$ cat src/rtl/axi_lite_regfile_slave_if.sv
// rtl/axi_lite_regfile_slave_if.sv - AXI4-Lite channel bundle (AW/W/B/AR/R, 32-bit) with master/slave modports
interface axi_lite_regfile_slave_if;
    logic [31:0] awaddr;
    logic        awvalid;
    logic        awready;
    logic [31:0] wdata;
    logic [3:0]  wstrb;
    logic        wvalid;
    logic        wready;
    logic [1:0]  bresp;
    logic        bvalid;
    logic        bready;
    logic [31:0] araddr;
    logic        arvalid;
    logic        arready;
    logic [31:0] rdata;
    logic [1:0]  rresp;
    logic        rvalid;
    logic        rready;

    modport master (
        output awaddr, awvalid, wdata, wstrb, wvalid, bready, araddr, arvalid, rready,
        input  awready, wready, bresp, bvalid, arready, rdata, rresp, rvalid
    );

    modport slave (
        input  awaddr, awvalid, wdata, wstrb, wvalid, bready, araddr, arvalid, rready,
        output awready, wready, bresp, bvalid, arready, rdata, rresp, rvalid
    );
endinterface

$ cat src/rtl/axi_lite_regfile_slave.sv
// rtl/axi_lite_regfile_slave.sv - AXI4-Lite register bank; AXIL_REGFILE_SLVERR_EN selects SLVERR on out-of-range access
module axi_lite_regfile_slave #(
    parameter int unsigned NUM_REGS  = 16,
    parameter logic [31:0] RESET_VAL = 32'h0000_0000
) (
    input  logic                        aclk,
    input  logic                        areset,
    axi_lite_regfile_slave_if.slave     s_axi_lite,
    output logic [NUM_REGS*32-1:0]      reg_q,
    output logic                        wr_pulse,
    output logic [$clog2(NUM_REGS)-1:0] wr_idx
);
    localparam int unsigned IDX_W      = $clog2(NUM_REGS);
    localparam logic [31:0] ADDR_LIMIT = 32'(NUM_REGS * 4);
`ifdef AXIL_REGFILE_SLVERR_EN
    localparam logic [1:0]  OOB_RESP   = 2'b10;
`else
    localparam logic [1:0]  OOB_RESP   = 2'b00;
`endif

    logic [31:0]      regs [NUM_REGS];
    logic             aw_held;
    logic             w_held;
    logic [31:0]      aw_addr;
    logic [31:0]      w_data;
    logic [3:0]       w_strb;
    logic             bvalid;
    logic [1:0]       bresp;
    logic             rvalid;
    logic [1:0]       rresp;
    logic [31:0]      rdata;

    logic             aw_hs;
    logic             w_hs;
    logic             ar_hs;
    logic             commit;
    logic             w_in_range;
    logic             r_in_range;
    logic [IDX_W-1:0] w_idx;
    logic [IDX_W-1:0] r_idx;

    assign s_axi_lite.awready = !areset && !aw_held;
    assign s_axi_lite.wready  = !areset && !w_held;
    assign s_axi_lite.arready = !areset && !rvalid;
    assign s_axi_lite.bvalid  = bvalid;
    assign s_axi_lite.bresp   = bresp;
    assign s_axi_lite.rvalid  = rvalid;
    assign s_axi_lite.rresp   = rresp;
    assign s_axi_lite.rdata   = rdata;

    assign aw_hs      = s_axi_lite.awvalid && s_axi_lite.awready;
    assign w_hs       = s_axi_lite.wvalid && s_axi_lite.wready;
    assign ar_hs      = s_axi_lite.arvalid && s_axi_lite.arready;
    // A held pair waits for the previous B to be accepted before committing.
    assign commit     = aw_held && w_held && !bvalid;
    assign w_in_range = aw_addr < ADDR_LIMIT;
    assign r_in_range = s_axi_lite.araddr < ADDR_LIMIT;
    assign w_idx      = aw_addr[2 +: IDX_W];
    assign r_idx      = s_axi_lite.araddr[2 +: IDX_W];

    for (genvar g = 0; g < NUM_REGS; g++) begin : g_flat
        assign reg_q[32*g +: 32] = regs[g];
    end

    always_ff @(posedge aclk) begin
        if (areset) begin
            for (int i = 0; i < NUM_REGS; i++) regs[i] <= RESET_VAL;
            aw_held  <= 1'b0;
            w_held   <= 1'b0;
            aw_addr  <= '0;
            w_data   <= '0;
            w_strb   <= '0;
            bvalid   <= 1'b0;
            bresp    <= 2'b00;
            rvalid   <= 1'b0;
            rresp    <= 2'b00;
            rdata    <= '0;
            wr_pulse <= 1'b0;
            wr_idx   <= '0;
        end else begin
            wr_pulse <= 1'b0;

            if (aw_hs) begin
                aw_addr <= s_axi_lite.awaddr;
                aw_held <= 1'b1;
            end
            if (w_hs) begin
                w_data <= s_axi_lite.wdata;
                w_strb <= s_axi_lite.wstrb;
                w_held <= 1'b1;
            end

            if (commit) begin
                aw_held <= 1'b0;
                w_held  <= 1'b0;
                bvalid  <= 1'b1;
                bresp   <= w_in_range ? 2'b00 : OOB_RESP;
                if (w_in_range) begin
                    for (int k = 0; k < 4; k++)
                        if (w_strb[k]) regs[w_idx][8*k +: 8] <= w_data[8*k +: 8];
                    wr_pulse <= 1'b1;
                    wr_idx   <= w_idx;
                end
            end else if (s_axi_lite.bready) begin
                bvalid <= 1'b0;
            end

            // regs is read before any same-edge commit lands, so a collision returns the old value.
            if (ar_hs) begin
                rvalid <= 1'b1;
                rdata  <= r_in_range ? regs[r_idx] : 32'h0;
                rresp  <= r_in_range ? 2'b00 : OOB_RESP;
            end else if (s_axi_lite.rready) begin
                rvalid <= 1'b0;
            end
        end
    end
endmodule

$ cat src/flat_wrapper.sv
// flat-port wrapper written by rule: the top's interface ports become plain ports
module axi_lite_regfile_slave_flat 
#(
    parameter int unsigned NUM_REGS  = 16,
    parameter logic [31:0] RESET_VAL = 32'h0000_0000
)
  (aclk, areset, reg_q, wr_pulse, wr_idx, s_axi_lite_awaddr, s_axi_lite_awvalid, s_axi_lite_wdata, s_axi_lite_wstrb, s_axi_lite_wvalid, s_axi_lite_bready, s_axi_lite_araddr, s_axi_lite_arvalid, s_axi_lite_rready, s_axi_lite_awready, s_axi_lite_wready, s_axi_lite_bresp, s_axi_lite_bvalid, s_axi_lite_arready, s_axi_lite_rdata, s_axi_lite_rresp, s_axi_lite_rvalid);
  axi_lite_regfile_slave_if s_axi_lite_i ();
  input  logic aclk;
  input  logic areset;
  output logic [NUM_REGS*32-1:0] reg_q;
  output logic wr_pulse;
  output logic [$clog2(NUM_REGS)-1:0] wr_idx;
  input wire logic [$bits(s_axi_lite_i.awaddr)-1:0] s_axi_lite_awaddr;
  input wire logic [$bits(s_axi_lite_i.awvalid)-1:0] s_axi_lite_awvalid;
  input wire logic [$bits(s_axi_lite_i.wdata)-1:0] s_axi_lite_wdata;
  input wire logic [$bits(s_axi_lite_i.wstrb)-1:0] s_axi_lite_wstrb;
  input wire logic [$bits(s_axi_lite_i.wvalid)-1:0] s_axi_lite_wvalid;
  input wire logic [$bits(s_axi_lite_i.bready)-1:0] s_axi_lite_bready;
  input wire logic [$bits(s_axi_lite_i.araddr)-1:0] s_axi_lite_araddr;
  input wire logic [$bits(s_axi_lite_i.arvalid)-1:0] s_axi_lite_arvalid;
  input wire logic [$bits(s_axi_lite_i.rready)-1:0] s_axi_lite_rready;
  output wire logic [$bits(s_axi_lite_i.awready)-1:0] s_axi_lite_awready;
  output wire logic [$bits(s_axi_lite_i.wready)-1:0] s_axi_lite_wready;
  output wire logic [$bits(s_axi_lite_i.bresp)-1:0] s_axi_lite_bresp;
  output wire logic [$bits(s_axi_lite_i.bvalid)-1:0] s_axi_lite_bvalid;
  output wire logic [$bits(s_axi_lite_i.arready)-1:0] s_axi_lite_arready;
  output wire logic [$bits(s_axi_lite_i.rdata)-1:0] s_axi_lite_rdata;
  output wire logic [$bits(s_axi_lite_i.rresp)-1:0] s_axi_lite_rresp;
  output wire logic [$bits(s_axi_lite_i.rvalid)-1:0] s_axi_lite_rvalid;
  assign s_axi_lite_i.awaddr = s_axi_lite_awaddr;
  assign s_axi_lite_i.awvalid = s_axi_lite_awvalid;
  assign s_axi_lite_i.wdata = s_axi_lite_wdata;
  assign s_axi_lite_i.wstrb = s_axi_lite_wstrb;
  assign s_axi_lite_i.wvalid = s_axi_lite_wvalid;
  assign s_axi_lite_i.bready = s_axi_lite_bready;
  assign s_axi_lite_i.araddr = s_axi_lite_araddr;
  assign s_axi_lite_i.arvalid = s_axi_lite_arvalid;
  assign s_axi_lite_i.rready = s_axi_lite_rready;
  assign s_axi_lite_awready = s_axi_lite_i.awready;
  assign s_axi_lite_wready = s_axi_lite_i.wready;
  assign s_axi_lite_bresp = s_axi_lite_i.bresp;
  assign s_axi_lite_bvalid = s_axi_lite_i.bvalid;
  assign s_axi_lite_arready = s_axi_lite_i.arready;
  assign s_axi_lite_rdata = s_axi_lite_i.rdata;
  assign s_axi_lite_rresp = s_axi_lite_i.rresp;
  assign s_axi_lite_rvalid = s_axi_lite_i.rvalid;
  axi_lite_regfile_slave #(.NUM_REGS(NUM_REGS), .RESET_VAL(RESET_VAL)) u_core (.aclk(aclk), .areset(areset), .s_axi_lite(s_axi_lite_i), .reg_q(reg_q), .wr_pulse(wr_pulse), .wr_idx(wr_idx));
endmodule
$ cat config.mk
export PLATFORM = sky130hd
export DESIGN_NAME = axi_lite_regfile_slave_flat
export DESIGN_NICKNAME = d
export VERILOG_FILES = /design/src/rtl/axi_lite_regfile_slave_if.sv /design/src/rtl/axi_lite_regfile_slave.sv /design/src/flat_wrapper.sv
export SDC_FILE = /design/constraint.sdc
export NUM_CORES = 1
export LEC_CHECK = 0
export ABC_CLOCK_PERIOD_IN_PS = 3400
export BUFFER_PORTS_ARGS = -buffer_cell sky130_fd_sc_hd__buf_2
export CORE_AREA = 3 3 256 258
export CTS_CLUSTER_SIZE = 40
export DETAILED_ROUTE_END_ITERATION = 16
export DIE_AREA = 0 0 259 261
export PLACE_DENSITY = 0.75
export SETUP_SLACK_MARGIN = 0.3
export SLEW_MARGIN = 10
export SYNTH_ARGS = -nofsm -noshare
export SYNTH_HDL_FRONTEND = slang
export SYNTH_SLANG_ARGS = --single-unit
$ cat constraint.sdc
create_clock -name aclk -period 3.4 [get_ports aclk]
set_input_delay 0.51 -clock aclk [delete_from_list [all_inputs] [get_ports aclk]]
set_output_delay 0.51 -clock aclk [all_outputs]
set_load 0.005 [all_outputs]
==> results of run 1 <==
## logic make-up (layout without fill, tap and decap cells)
logic type / count (synthesis) / in the layout / synth area share
AO/OA/AOI/OAI: 233 / 233 / 0.0629
buffers and inverters: 194 / 876 / 0.0315
other: 1 / 4 / 0.000142
AND/OR/NAND/NOR: 792 / 792 / 0.133
flip-flops: 619 / 619 / 0.662
multiplexers: 132 / 132 / 0.111
## per-stage QoR
| step | setup slack (ns) | std cells | util | hold WS, ns |
|---|---|---|---|---|
| 3_5_place_dp | 0.626 | 3381 | 0.489 | 0.462 |
| 4_1_cts | 0.597 | 3502 | 0.523 | 0.0574 |
| 2_1_floorplan | 1.07 | 1974 | - | 0.449 |
| 6_report | 0.637 | 3502 | 0.523 | 0.0949 |
| 5_1_grt | 0.479 | 3502 | 0.523 | 0.0737 |
| 3_3_place_gp | 0.707 | 3381 | 0.489 | 0.456 |
## cells in the mapped netlist (all sizes together)
cell	count
nor4	11
a41o	4
a22o	32
a31o	36
a211oi	1
dfxtp	107
and2	4
o21bai	12
mux4	128
and4	2
a21o	12
edfxtp	512
nand3	7
nand4	16
a22oi	64
or4b	2
nor4b	1
nor2	524
nand2	139
nor2b	10
o21ai	66
inv	2
nand2b	58
conb	1
nor3	6
buf	40
clkbuf	152
and3	7
and3b	1
a21oi	6
or2b	4
mux2	4
## area by class of cell
type	instances	share of cell area
sequential	619	0.530
multi-input combinational	1161	0.248
timing repair buffer	753	0.125
clock buffer	89	0.0560
tap	846	0.0320
clock inverter	32	0.00965
inverter	2	0.000227
## layer usage
metal	up-vias	track usage	routed length (µm)
met5	-	0	62
met3	306	0.0857	12600
li1	8433	-	-
met1	10300	0.375	37100
met4	10	0.120	4930
met2	1677	0.509	51200
## layout by cell type, fill, tap and decap left out, types with 3 or more instances in the layout
| cell | count |
|---|---|
| dfxtp_1 | 107 |
| nor2_2 | 29 |
| a31o_2 | 36 |
| mux4_2 | 128 |
| and3_1 | 7 |
| clkbuf_16 | 70 |
| buf_2 | 653 |
| edfxtp_1 | 512 |
| inv_6 | 4 |
| buf_12 | 7 |
| nand2b_1 | 58 |
| o21ai_1 | 3 |
| nor4_4 | 5 |
| a41o_1 | 4 |
| buf_4 | 91 |
| clkbuf_8 | 4 |
| o21ai_0 | 63 |
| mux2_2 | 4 |
| nand3_1 | 5 |
| nand4_2 | 7 |
| nor2_1 | 493 |
| a21o_1 | 12 |
| nand4_1 | 8 |
| clkinvlp_4 | 6 |
| or2b_1 | 4 |
| a22o_1 | 32 |
| conb_1 | 4 |
| clkinv_2 | 11 |
| bufinv_16 | 4 |
| o21bai_1 | 12 |
| nor4_1 | 5 |
| clkbuf_1 | 16 |
| nor3_1 | 5 |
| nand2_1 | 139 |
| nor2b_1 | 6 |
| a22oi_1 | 64 |
| a21oi_1 | 5 |
## flip-flops by register name, summed over array words and instances, names as in the netlist
register / cells
u_core.aw_addr: 30
u_core.aw_held: 1
u_core.regs: 512
u_core.s_axi_lite.bvalid: 1
u_core.s_axi_lite.rdata: 32
u_core.s_axi_lite.rvalid: 1
u_core.w_data: 32
u_core.w_held: 1
u_core.w_strb: 4
u_core.wr_idx: 4
u_core.wr_pulse: 1
## where the power goes
group	leakage (nW)	switching, W	internal, W
combinational	5.60	0.000841	0.000566
clock	1.05	0.00309	0.00419
sequential	6.17	0.000204	0.00846
total	12.8	0.00413	0.0132
## critical path, cell delays in order, from the launching register on
cell,delay [ns]
dfxtp_1,0.34
nor4_4,0.36
and4_1,0.50
nand3_1,0.27
buf_4,0.23
o21bai_1,0.67
## worst min path at each step
stage                                      from                          end  slack, ns  cells after the start
finish                        s_axi_lite_rready     u_core.s_axi_lite.rvalid       0.09                      2
global route                  s_axi_lite_rready     u_core.s_axi_lite.rvalid       0.07                      2
CTS                           s_axi_lite_rready     u_core.s_axi_lite.rvalid       0.06                      2
detailed placement  u_core.s_axi_lite.rdata[30]  u_core.s_axi_lite.rdata[30]       0.46                      1
global placement     u_core.s_axi_lite.rdata[2]   u_core.s_axi_lite.rdata[2]       0.46                      1
floorplan                    u_core.aw_addr[11]           u_core.aw_addr[11]       0.45                      2
==> results.txt, run 1 <==
Dividing total power by cell area gives a power density of 524 nW/µm². The floorplan step defined a die boundary enclosing 67,600 µm². The post-synthesis sequential area ratio is 0.662, and the number of input and output port buffers inserted is 656. The clock reaches the later pin of the worst-skew pair after 0.61 ns. Dividing the detail-routed wire length by the instance count gives 30.2 µm. The minimum clock period was 2.76 ns. Global routing finished with a remaining overflow of 0.

The via count of the first global-routing pass was 20,100; the global-route wire length before repair was 146 mm. STA puts the critical path data required time at 3.61 ns. Summed over all failing endpoints, the final setup total negative slack is 0 ns. The portion of the clock cycle consumed by the worst path in the final layout came out at 0.813. The initial core utilization came out at 0.419. The worst register-to-register path has a setup slack of 0.64 ns.

Mean post-synth cell area: 13.4 µm². The fraction of final layout cells sized beyond drive strength 1 was 0.407; the leakage power summed over all cells was 12.8 nW. The finished cells cover 33,100 µm². The number of remaining DRC errors was 0; the count of state elements after synthesis was 619. The die is 261 µm tall. The critical path startpoint category is a register. The peak clock frequency supported by timing came out at 362 MHz. The netlist uses 43 different library cells.

Count of hold buffers inserted by post-cts repair: 0. The capturing element of the worst setup path was u_core.regs[8][9]. Setup violations remaining at the end of the flow were counted as 0. For the total number of yosys warnings, the log shows 0. The flow ran to the end, and the final reports show no timing, DRC or antenna violations. The worst-case headroom to the max-slew limit came out at 0.400. The final route contains 20,700 vias. Entering global routing, the biggest net connects 52 pins. In the post-synthesis netlist, the biggest area contributors are edfxtp_1 (58%), mux4_2 (11%), dfxtp_1 (8.1%). Before antenna repair, the detailed router went through 8 iterations. The count of nets left with antenna violations once routing finished came out at 0. The tools report the number of buffers created by CTS as 67.

Detailed placement ended at an HPWL of 77.7 mm. The worst setup path startpoint is u_core.aw_addr[27]. In this run, post-CTS repair resized a total of 0 instances. The worst setup path is of the reg2reg kind.

IR analysis of the VDD net gives a maximum drop of 0.347 mV. The start of the worst register-to-register path is u_core.aw_addr[27]. The number of nets in the final layout is 2,711, and the number of diodes is 0. The tree is rooted in a clkbuf_16. The floorplan has 92 rows. For the worst setup path, the data arrival time is 2.98 ns. The clock edge transition at the registers on the reported setup and hold paths was 0.06 ns; the clock sink count was 619. Summing all multi-input logic gate instances after layout gives 8190 µm².

The largest clock skew in the final design is 0.0214 ns. The terminus of the critical flop-to-flop path was u_core.regs[8][9]. The total power came out at 0.0173 W. H-tree depth: 3.

The count of final max-slew check failures is 0, and the area share of the largest cell type after synthesis is 0.581. The overall routing resource usage was 0.304; the path depth of the worst reg2reg path was 5. The tools report the instance area after placement as 30,900 µm². The number of violations of the max-capacitance limit came out at 0.

The placeable core region is 63,200 µm². The area added between synthesis and finish was 24.9%. The sequential cell area is 17,500 µm², and the cell count after synthesis is 1,971.

Post-synthesis instance area: 26,500 µm². TritonCTS built the clock tree. The final RePlAce weighted congestion was 0.978.

No sink is reached through more buffers than the 3 on the longest clock path. The number of hold violations in the final report came out at 0. In the routed layout, each cell is associated on average with a via count of 5.91. Setup repair after global routing left no endpoint under its margin. The initial detailed-routing violation count is 2,898, and the highest fanout seen on the critical path is 8. Counting the fill cells in the layout gives 5,269.

The path class of the tightest hold or removal check is in2reg. During I/O placement, the number of pins put on the boundary was 665. For the number of buffers inserted to repair setup after CTS, the log shows 0. Initial antenna violation count: 6. The die is 259 µm wide. The measured slew at the worst slew-check pin came out at 0.897 ns.

The largest area contributor in the netlist was edfxtp_1. The total wire length after detailed routing came out at 106 mm. The tools report the kind of end point of the critical path as a register.
Power figures use the tool's default switching activity.
==> run 2, diff against run 1 <==
Settings changed: ABC_AREA from default to 1, ABC_CLOCK_PERIOD_IN_PS 3400 to 2640, CORE_AREA 3 3 256 258 to 3 3 260 262, DIE_AREA 0 0 259 261 to 0 0 263 265.
Clock period 3.4 ns to 2.64 ns, I/O delays scaled along.
==> run 2 against run 1 <==
Compared with the run above: final area increased by 4.9%; combinational power increased by 57%; setup slack got worse by 0.25 ns; die area increased by 3.1%; clock skew decreased by 0.0010 ns; global-route usage decreased by 0.94 points; area after synthesis increased by 3.3%; synthesized cell count increased by 45%; non-clock buffer count increased by 20.
==> results.txt, run 2 <==
Commonest non-fill, non-tap cell in the layout: buf_2 (unchanged). Synth area leaders: edfxtp_1 (56%), nand2_1 (9.3%), nand3_1 (9.0%) (was edfxtp_1 (58%), mux4_2 (11%), dfxtp_1 (8.1%)). Setup repair after global routing could not meet its margin everywhere.

The largest clock skew in the final design was 0.0204 ns (was 0.0214 ns). TritonCTS built the clock tree. The post-route antenna net violation count was 0 (unchanged). The highest fanout seen on the critical path was 35 (was 8). The fraction of registers with async set or reset after synthesis was 0 (unchanged).

The worst hold-check path type is in2reg (unchanged). Class of the most critical setup path: reg2reg (unchanged). The most repeated cell in the gate-level netlist after synthesis was nand2_1 (was edfxtp_1). The average wire per standard cell was 24.4 µm (was 30.2 µm); the number of detailed-routing iterations run before antenna repair was 7 (was 8).

The H-tree depth was 3 (unchanged). The area added between synthesis and finish was 26.9% (was 24.9%); the number of remaining DRC errors was 0 (unchanged). The logs give 94 (was 92) for the number of placement rows and 0.0395 ns (was 0.0949 ns) for the worst slack on hold paths.

Met2 track demand over resource in global routing: 0.451 (was 0.509). The tools report the final RePlAce weighted congestion as 0.985 (was 0.978). The number of hold violations in the final report is 0 (unchanged).

The critical path startpoint category is a register (unchanged). The detail-routed via count per cell works out to 5.68 (was 5.91). For the data required time at the worst endpoint, the log shows 2.92 ns (was 3.61 ns).

The count of final max-slew check failures is 0 (unchanged), and the number of flip-flops in the largest register is 512 (unchanged). Worst-case vdd ir drop: 0.425 mV (was 0.347 mV). Buffer levels on the longest clock path: 3 (unchanged). The leakage power summed over all cells was 14.0 nW (was 12.8 nW); the count of endpoints failing setup in the final report was 0 (unchanged). The die height works out to 265 µm (was 261 µm). The run gives 0.0665 (was 0.0857) as the met3 track utilization from global routing.

Commonest non-fill, non-tap cells in the layout: buf_2 (653), nand2_1 (622), nor2_1 (563) (was buf_2 (653), edfxtp_1 (512), nor2_1 (493)). The mean post-synth cell area was 9.59 µm² (was 13.4 µm²). The fraction of final layout cells sized beyond drive strength 1 was 0.271 (was 0.407); the met1 global-route usage was 0.400 (was 0.375). The initial antenna violation count came out at 1 (was 6). The number of input and output port buffers inserted was 656 (unchanged); the number of synthesized flops with an enable pin was 512 (unchanged). The peak clock frequency supported by timing was 444 MHz (was 362 MHz). The measured slew at the worst slew-check pin is 0.897 ns (about the same), and the post-synthesis instance area is 27,300 µm² (was 26,500 µm²). The number of distinct standard cells referenced by the synthesized netlist is 27 (was 43), and the portion of the clock cycle consumed by the worst path in the final layout is 0.854 (was 0.813). The tools report the number of violations of the max-capacitance limit as 0 (unchanged). The largest area contributor in the netlist was edfxtp_1 (unchanged). The tools report the overall routing resource usage as 0.295 (was 0.304).

The highest-utilization routing layer at the global route stage was met2 (unchanged). The tools report the number of diodes as 0 (unchanged). The run gives 619 (unchanged) as the clock sink count. The minimum clock period was 2.25 ns (was 2.76 ns). The area share of the largest cell type after synthesis is 0.562 (was 0.581), and the maximum number of pins on one net before global-route repair is 115 (was 52). The clock tree root buffer cell was clkbuf_16 (unchanged).

Number of buffers created by CTS: 69 (was 67). The logs give 0 (unchanged) for the overflow left after global routing and 108 mm (was 106 mm) for the total wire length after detailed routing. The total number of yosys warnings was 0 (unchanged). Commonest cells post-synth: nand2_1 (674), nor2_1 (568), edfxtp_1 (512), nand3_1 (493), clkbuf_1 (156) (was edfxtp_1 (512), nor2_1 (496), clkbuf_1 (148), nand2_1 (139), mux4_2 (128)).

Worst-case headroom to the max-slew limit: 0.399 (was 0.400). For the initial core utilization, the log shows 0.417 (was 0.419). The via total after detailed routing is 25,100 (was 20,700). The tools report the number of nets in the final layout as 3,616 (was 2,711).

The flow ran to the end, and the final reports show no timing, DRC or antenna violations. The area of the die was 69,700 µm² (was 67,600 µm²); the via count of the first global-routing pass was 22,700 (was 20,100). The sum of net half-perimeters after detailed placement was 78.9 mm (was 77.7 mm).

The dominant synthesized flop cell is edfxtp_1 (unchanged). Biggest registers after layout: u_core.regs (512), u_core.s_axi_lite.rdata (32), u_core.w_data (32) (unchanged). Post-synthesis sequential area ratio: 0.641 (was 0.662). The run gives 2,852 (was 1,971) as the cell count after synthesis. Horizontal die dimension: 263 µm (was 259 µm). The tools report the count of boundary I/O pins as 665 (unchanged).

The run gives 0 ns (unchanged) as the summed negative setup slack over all endpoints. The kind of end point of the critical path was a register (unchanged). The initial detailed-routing violation count was 3,786 (was 2,898).

Total power per unit cell area: 661 nW/µm² (was 524 nW/µm²). Global-route wire length before repair: 153 mm (was 146 mm). The clock edge transition at the registers on the reported setup and hold paths came out at 0.06 ns (about the same). The run gives 65,600 µm² (was 63,200 µm²) as the placeable core region. The data arrival time of the critical path is 2.53 ns (was 2.98 ns), and the count of state elements after synthesis is 619 (unchanged). Register with the most flip-flops: u_core.regs (unchanged).

The insertion delay to the later sink of the worst-skew pair is 0.61 ns (about the same).
==> run 2: what timing repair did <==
item                                   CTS  global route
gates resized for setup                 37            34
gates cloned                             0             1
hold buffers                            27             0
endpoints found under the hold margin   27             0
setup endpoints to repair              403           496
pin swaps                                0             1
buffers inserted                         0             1
==> run 2: power breakdown <==
group | leakage [nW] | internal, W | switching (W) | total (W)
sequential | 6.15 | 0.0109 | 0.000253 | 0.0112
clock | 1.09 | 0.00562 | 0.00393 | 0.00955
combinational | 6.78 | 0.000640 | 0.00158 | 0.00222
total | 14.0 | 0.0172 | 0.00576 | 0.0229
==> run 2: final timing paths <==
| check | from | endpoint | slack [ns] | cells after the start |
|---|---|---|---|---|
| worst max-delay path | u_core.aw_addr[9] | u_core.regs[14][16] | 0.39 | 8 |
| worst min register to register | u_core.s_axi_lite.rdata[27] | u_core.s_axi_lite.rdata[27] | 0.46 | 2 |
| worst max register to register | u_core.aw_addr[9] | u_core.regs[14][16] | 0.39 | 8 |
| worst min-delay path | s_axi_lite_awaddr[11] | u_core.aw_addr[11] | 0.04 | 3 |
==> run 2: area by class of cell <==
class	count	area (µm²)
clock buffers	101	1980
clock inverters	25	259
fillers	5700	30900
inverters	94	365
multi-input cells	1952	8960
flip-flops and latches	619	17500
well taps	864	1080
repair buffers	773	4520
==> run 2: critical path, cell delays in order (launching register included) <==
cell and delay (ns):
dfxtp_1 0.31, nor2_1 0.11, nand3_1 0.17, nor3_4 0.25
inv_2 0.09, nor2_4 0.15, buf_12 0.29, nand3_2 0.25
nand2_2 0.25
==> run 2: per-layer routing <==
layer,routed length [µm],up-vias
li1,-,11000
met1,40000,11800
met2,48100,2070
met3,13900,352
met4,6040,0
met5,0,-
==> run 2: stage by stage <==
stage / total power, W / std cells / utilization / instance area [µm²] / setup WS, ns
4_1_cts: 0.0228 / 4426 / 0.526 / 34500 / 0.300
2_1_floorplan: 0.0123 / 2855 / - / 27400 / 0.581
6_report: 0.0229 / 4428 / 0.529 / 34700 / 0.386
3_3_place_gp: 0.0134 / 4273 / 0.486 / 31900 / 0.208
3_5_place_dp: 0.0134 / 4273 / 0.486 / 31900 / 0.156
5_1_grt: 0.0235 / 4428 / 0.529 / 34700 / 0.256
==> run 2: kinds of logic after synthesis <==
family / count (synthesis) / synth area share
buffers and inverters: 284 / 0.0416
other: 1 / 0.000137
DFF: 619 / 0.641
and+or+nand+nor: 1810 / 0.290
AOI/OAI and AO/OA: 138 / 0.0273
